[src/rtl/wbu_pkg.sv]
// wbu_pkg: character constants and the shared six-bit decode/encode table
package wbu_pkg;
    localparam logic [7:0] CH_0   = 8'h30;
    localparam logic [7:0] CH_UA  = 8'h41;
    localparam logic [7:0] CH_LA  = 8'h61;
    localparam logic [7:0] CH_AT  = 8'h40;
    localparam logic [7:0] CH_PCT = 8'h25;
    localparam logic [7:0] CH_LF  = 8'h0A;
    localparam logic [7:0] CH_CR  = 8'h0D;
    localparam logic [6:0] NL_CODE = 7'h40;
    localparam logic [5:0] ENC_AT  = 6'd62;
    localparam logic [5:0] ENC_PCT = 6'd63;

    // Returns {valid, newline, value[5:0]}
    function automatic logic [7:0] wbu_decode(input logic [7:0] c, input logic opt_cr);
        logic [7:0] n, u, l;
        n = c - CH_0;
        u = c - CH_UA + 8'd10;
        l = c - CH_LA + 8'd36;
        return (c >= CH_0  && c <= CH_0 + 8'd9)   ? {2'b10, n[5:0]} :
               (c >= CH_UA && c <= CH_UA + 8'd25) ? {2'b10, u[5:0]} :
               (c >= CH_LA && c <= CH_LA + 8'd25) ? {2'b10, l[5:0]} :
               (c == CH_AT)                       ? {2'b10, ENC_AT} :
               (c == CH_PCT)                      ? {2'b10, ENC_PCT} :
               (c == CH_LF || (opt_cr && c == CH_CR)) ? {1'b1, NL_CODE} : 8'h00;
    endfunction

    // Inverse of wbu_decode for the encoder side
    function automatic logic [7:0] wbu_encode(input logic [6:0] w);
        logic [7:0] v;
        v = {2'b00, w[5:0]};
        return w[6]          ? CH_LF :
               (v < 8'd10)   ? CH_0 + v :
               (v < 8'd36)   ? CH_UA + v - 8'd10 :
               (v < 8'd62)   ? CH_LA + v - 8'd36 :
               (v == 8'd62)  ? CH_AT : CH_PCT;
    endfunction
endpackage

[src/rtl/wbufifo2.sv]
// wbufifo2: 2-entry valid/busy FIFO with a registered full flag
//   i_clk, i_reset (async high); i_stb/i_data write side; o_full write backpressure;
//   o_stb/o_data head word; i_busy read backpressure
module wbufifo2 #(
    parameter int W = 7
) (
    input  logic         i_clk,
    input  logic         i_reset,
    input  logic         i_stb,
    input  logic [W-1:0] i_data,
    output logic         o_full,
    output logic         o_stb,
    output logic [W-1:0] o_data,
    input  logic         i_busy
);
    logic [1:0]   count;
    logic [W-1:0] mem1;
    logic         wr, rd;

    assign o_full = count[1];
    assign o_stb  = |count;
    assign wr     = i_stb && !o_full;
    assign rd     = o_stb && !i_busy;

    always_ff @(posedge i_clk or posedge i_reset) begin
        if (i_reset) begin
            count  <= 2'd0;
            o_data <= '0;
            mem1   <= '0;
        end else begin
            count <= count + {1'b0, wr} - {1'b0, rd};
            // On a pop the head refills from the second slot, or from the
            // incoming word when only one entry was held
            if (rd)
                o_data <= count[1] ? mem1 : i_data;
            else if (wr && count == 2'd0)
                o_data <= i_data;
            if (wr && count[0] && !rd)
                mem1 <= i_data;
        end
    end
endmodule

[src/rtl/wbucharsix.sv]
// wbucharsix: ASCII to six-bit word decoder with 2-deep output buffer
//   i_clk, i_reset (async high); i_stb/i_char/o_busy input handshake;
//   o_stb/o_bits/i_busy output handshake; o_err pulse and saturating o_err_count
module wbucharsix
    import wbu_pkg::*;
#(
    parameter bit OPT_CR_NEWLINE = 1'b0,
    parameter int ERR_WIDTH      = 8
) (
    input  logic                 i_clk,
    input  logic                 i_reset,
    input  logic                 i_stb,
    input  logic [7:0]           i_char,
    output logic                 o_busy,
    output logic                 o_stb,
    output logic [6:0]           o_bits,
    input  logic                 i_busy,
    output logic                 o_err,
    output logic [ERR_WIDTH-1:0] o_err_count
);
    logic [7:0] dec;
    logic       accept;

    assign accept = i_stb && !o_busy;
    assign dec    = wbu_decode(i_char, OPT_CR_NEWLINE);

    wbufifo2 #(.W(7)) u_fifo (
        .i_clk  (i_clk),
        .i_reset(i_reset),
        .i_stb  (accept && dec[7]),
        .i_data (dec[6:0]),
        .o_full (o_busy),
        .o_stb  (o_stb),
        .o_data (o_bits),
        .i_busy (i_busy)
    );

    always_ff @(posedge i_clk or posedge i_reset) begin
        if (i_reset) begin
            o_err       <= 1'b0;
            o_err_count <= '0;
        end else begin
            o_err <= accept && !dec[7];
            if (accept && !dec[7] && !(&o_err_count))
                o_err_count <= o_err_count + 1'b1;
        end
    end
endmodule

[config.mk]
export PLATFORM = sky130hd
export DESIGN_NAME = wbucharsix
export DESIGN_NICKNAME = d
export VERILOG_FILES = /design/src/rtl/wbu_pkg.sv /design/src/rtl/wbufifo2.sv /design/src/rtl/wbucharsix.sv
export SDC_FILE = /design/constraint.sdc
export NUM_CORES = 1
export LEC_CHECK = 0
export BUFFER_PORTS_ARGS = -buffer_cell sky130_fd_sc_hd__buf_4
export CAP_MARGIN = 10
export CORE_MARGIN = 2
export CORE_UTILIZATION = 41
export CTS_CLUSTER_DIAMETER = 60
export DETAILED_ROUTE_END_ITERATION = 10
export SETUP_SLACK_MARGIN = 0.02
export SLEW_MARGIN = 20
export SYNTH_ARGS = -nofsm -noshare
export SYNTH_HDL_FRONTEND = slang
export SYNTH_HIERARCHICAL = 1
export SYNTH_SLANG_ARGS = --single-unit
[constraint.sdc]
create_clock -name i_clk -period 3.3 [get_ports i_clk]
set_input_delay 0.165 -clock i_clk [delete_from_list [all_inputs] [get_ports i_clk]]
set_output_delay 0.165 -clock i_clk [all_outputs]
set_load 0.01 [all_outputs]
==> impl_summary.md <==
Outcome
The run finished with clean final reports.

Yosys
The flip-flop cell with the highest count after synthesis is sky130_fd_sc_hd__dfrtp_1. The synthesized area per cell is around 11 sq um. The flop and latch count out of synthesis is 25.

The Yosys step of the flow raised 6 warnings. The number of enable flip-flop cells after synthesis is 0. The number of distinct library cells after synthesis is 52.

The proportion of register bits with asynchronous set or reset after synthesis is 100.0%. The number of cells produced by synthesis is roughly 180. The net count of the mapped netlist is ~200.

In this run the cell area of the synthesized design comes to 1932 sq um. Sequential elements use between 30% and 40% of the synthesized area.

Place
OpenSTA, run right after detailed placement, puts the worst setup slack at about 0.44 ns. During placement, the flow inserted port buffers numbering 29. The total half-perimeter wirelength after legalization and detailed placement is around 3 mm. Routability-driven placement finished with a final weighted congestion of between 0.9 and 1.

The placed standard-cell area is between 2000 and 2500 sq um.

Detailed routing
The number of antenna-violating nets in the routed design is 0. The first routing iteration left between 40 and 50 violations. The count of TritonRoute iterations in the first routing pass is 4. In the routed layout, each cell is associated on average with a via count of around 5.5. For this run, design rule violations remaining after detail routing come to 0. For this block, the via count after detailed routing is about 1,400.

The overall routed net length is ~4 mm. The detail-routed net length per standard cell is approximately 15 microns.

Floorplanning
In this run the horizontal extent of the chip is 72.64 microns. The region available for standard cell placement spans around 4400 sq um. Measured along the y axis, the die boundary spans 72.64 microns. For this configuration, the core starts out at a cell density of 43.47%.

The die area is 5277 sq um. The number of top-level design ports is 30. The number of core rows is 24.

Timing
Hold timing on the final database bottoms out at a slack of roughly 0.29 ns. The headroom to the max-slew limit is 56.45%. Setup repair after global routing left no endpoint under its margin. The slew at the pin closest to its max-slew limit is about 0.65 ns.

The number of hold violations in the final report was 0. The worst path setup slack after routing is 0.7148 ns. Setup violations remaining at the end of the flow were counted as 0. The worst clock skew is approximately 0.0021 ns.

The clock period minus worst slack is 2.585 ns. Derived from the worst setup path, the maximum achievable clock frequency is roughly 0.39 GHz. The setup TNS is 0 ns. The worst path uses about four fifths of the clock period.

The count of pins over their slew limit is 0.

Power and ir drop
The proportion of total power due to net switching is between 30% and 40%. Registers are responsible for roughly 40% of the overall power. The clock power share is 13.5%. The worst-case IR drop observed on VDD is approximately 0.00033 V.

The leakage power is roughly 1.1 nW. Summed over all nets, the switching power comes to 0.4509 mW. The combinational power share is between 40% and 50%. The internal power of the cells totals 0.8385 mW.

The ratio of total power to cell area is between 500 and 600 nW/um^2.

Clock network
The buffer cell driving the clock tree root is sky130_fd_sc_hd__clkbuf_8. The clock slew seen by the registers of the worst setup and hold paths is about 0.080 ns. The source-to-sink clock delay at the later pin of the worst-skew pair is approximately 0.26 ns. The number of buffers created by CTS is 3.

The maximum count of clock buffers along a single path is 2. The number of gates resized after CTS was 0. The H-tree depth reported by CTS is 1. The clock sink count is 25.

TritonCTS built the clock tree.

Cells and area
The finished layout cell area is between 2000 and 2500 sq um. The total inserted antenna cells is 0. The post-layout net count is ~230.

Cells with a size suffix above 1 make up a little over a third of the layout. From synthesis to final layout, the design area changed by 15.61%.

Worst setup path
The worst path arrival time is between 2 and 3 ns. The critical path startpoint category is a primary input. The critical path is of the in2reg type. STA puts the critical path data required time at 3.45 ns. STA classifies the critical path endpoint as a flop.

The critical-path maximum fanout is 8.

Job
Across the run, the number of max-cap violations was 0.

Global route
The number of antenna violations at the first check in global routing is 0. The total overflow left after global routing is 0. The via count of the first global-routing pass is between 1,000 and 1,500.

The maximum number of pins on one net before global-route repair is 17. Across every metal layer, demand over resource in global routing totals about 15%. The first-pass GRT wire length is between 6 and 7 mm.

Hold path
The worst hold path belongs to the class in2reg.
## power by group through the flow
| stage | combinational (mW) | clock (mW) | sequential [mW] |
|---|---|---|---|
| 2_1_floorplan | 0.373 | 0 | 0.538 |
| 3_3_place_gp | 0.588 | 0 | 0.518 |
| 3_5_place_dp | 0.598 | 0 | 0.524 |
| 4_1_cts | 0.604 | 0.181 | 0.518 |
| 5_1_grt | 0.646 | 0.197 | 0.539 |
| 6_report | 0.598 | 0.174 | 0.517 |
## stage by stage
step                utilization [%]  std cells  power, mW
finish                        50.25        260      1.289
global route                  50.25        260      1.381
CTS                           50.25        260      1.303
detailed placement            49.01        255      1.122
global placement              49.01        255      1.105
floorplan                         -        178     0.9114
## registers in the layout (all words and copies together), names as in the netlist
signal and flops:
o_err_count 8, u_fifo/mem1 7, u_fifo/o_data 7, u_fifo/count 2, o_err 1
## cells by family (layout without fill, tap and decap cells)
logic type                 after synthesis  count (layout)  share of synthesized area (%)
and+or+nand+nor                         58              58                          20.14
adders and majority gates               12              12                          7.772
muxes                                   24              24                          17.29
xor gates and xnor gates                13              13                          5.894
AOI/OAI and AO/OA                       30              30                          12.11
buffers and inverters                   16              46                          4.404
DFF                                     25              25                          32.38
## what timing repair did
action,4_1_cts,5_1_grt
hold buffers,1,0
buffers inserted,0,0
endpoints found under the hold margin,9,0
## layer usage
metal / GRT usage (%) / vias to the layer above / share of wire (%)
li1: - / 703 / -
met1: 19.84 / 702 / 46
met2: 27.37 / 31 / 48
met3: 3.039 / 4 / 4.1
met4: 2.675 / 0 / 0.98
met5: 0 / - / 0
## cell type report
class                      count  area [sq um]
tap                           52         65.06
sequential                    25         625.6
multi-input combinational    137          1221
clock buffer                   4         45.04
inverter                      11         41.29
fill                         412          2211
timing repair buffer          31         235.2
## cells in the final DEF (no fill, tap or decap), types with 6 or more instances in the layout
cell type,n
sky130_fd_sc_hd__a21oi_1,6
sky130_fd_sc_hd__buf_4,30
sky130_fd_sc_hd__dfrtp_1,25
sky130_fd_sc_hd__ha_1,12
sky130_fd_sc_hd__inv_1,10
sky130_fd_sc_hd__mux2_2,7
sky130_fd_sc_hd__mux2_4,17
sky130_fd_sc_hd__nand2_1,9
sky130_fd_sc_hd__nor2_1,8
sky130_fd_sc_hd__xnor2_1,7
sky130_fd_sc_hd__xor2_1,6
## worst max-delay path, stage by stage
cell	delay, ns
sky130_fd_sc_hd__buf_4	0.12
sky130_fd_sc_hd__inv_1	0.09
sky130_fd_sc_hd__ha_1	0.26
sky130_fd_sc_hd__nor4b_1	0.17
sky130_fd_sc_hd__or4b_1	0.48
sky130_fd_sc_hd__o21ai_2	0.16
sky130_fd_sc_hd__nand2b_1	0.18
sky130_fd_sc_hd__nor2_1	0.05
sky130_fd_sc_hd__nor2_1	0.24
sky130_fd_sc_hd__nor3_1	0.12
sky130_fd_sc_hd__a21oi_4	0.35
sky130_fd_sc_hd__mux2_4	0.34
## worst paths after layout
kind / from / to / slack [ns] / depth (start not counted)
setup / recovery: i_char[0] / u_fifo/o_data[3] / 0.71 / 12
hold / removal: i_busy / u_fifo/count[1] / 0.29 / 3
setup reg to reg: u_fifo/count[1] / u_fifo/o_data[3] / 1.27 / 5
hold reg to reg: o_err_count[4] / o_err_count[4] / 0.50 / 1
max in group asynchronous: i_reset / u_fifo/mem1[3] / 2.32 / 3
min in group asynchronous: i_reset / o_err_count[7] / 0.43 / 3
## synthesized netlist by cell type, types with 2 or more instances
library cell | count | area share (%)
sky130_fd_sc_hd__a21o_2 | 2 | 0.91
sky130_fd_sc_hd__mux2_4 | 17 | 13
sky130_fd_sc_hd__nor3b_1 | 2 | 0.78
sky130_fd_sc_hd__o221ai_1 | 3 | 1.4
sky130_fd_sc_hd__buf_2 | 2 | 0.52
sky130_fd_sc_hd__nor3_1 | 5 | 1.3
sky130_fd_sc_hd__o21ai_0 | 4 | 1.0
sky130_fd_sc_hd__inv_1 | 10 | 1.9
sky130_fd_sc_hd__ha_1 | 12 | 7.8
sky130_fd_sc_hd__xnor2_1 | 7 | 3.2
sky130_fd_sc_hd__nand4_1 | 3 | 0.97
sky130_fd_sc_hd__o21a_1 | 2 | 0.78
sky130_fd_sc_hd__buf_6 | 3 | 1.7
sky130_fd_sc_hd__dfrtp_1 | 25 | 32
sky130_fd_sc_hd__a31oi_1 | 2 | 0.65
sky130_fd_sc_hd__nand4b_1 | 2 | 0.91
sky130_fd_sc_hd__mux2_2 | 7 | 4.1
sky130_fd_sc_hd__xor2_1 | 6 | 2.7
sky130_fd_sc_hd__nand3_1 | 4 | 1.0
sky130_fd_sc_hd__and3_1 | 2 | 0.65
sky130_fd_sc_hd__nand2b_1 | 5 | 1.6
sky130_fd_sc_hd__nor2b_1 | 2 | 0.65
sky130_fd_sc_hd__a21oi_1 | 6 | 1.6
sky130_fd_sc_hd__nor2_1 | 8 | 1.6
sky130_fd_sc_hd__nand2_1 | 9 | 1.7
sky130_fd_sc_hd__nor4_2 | 2 | 1.3
No activity file was read; power rests on OpenSTA's default activity.
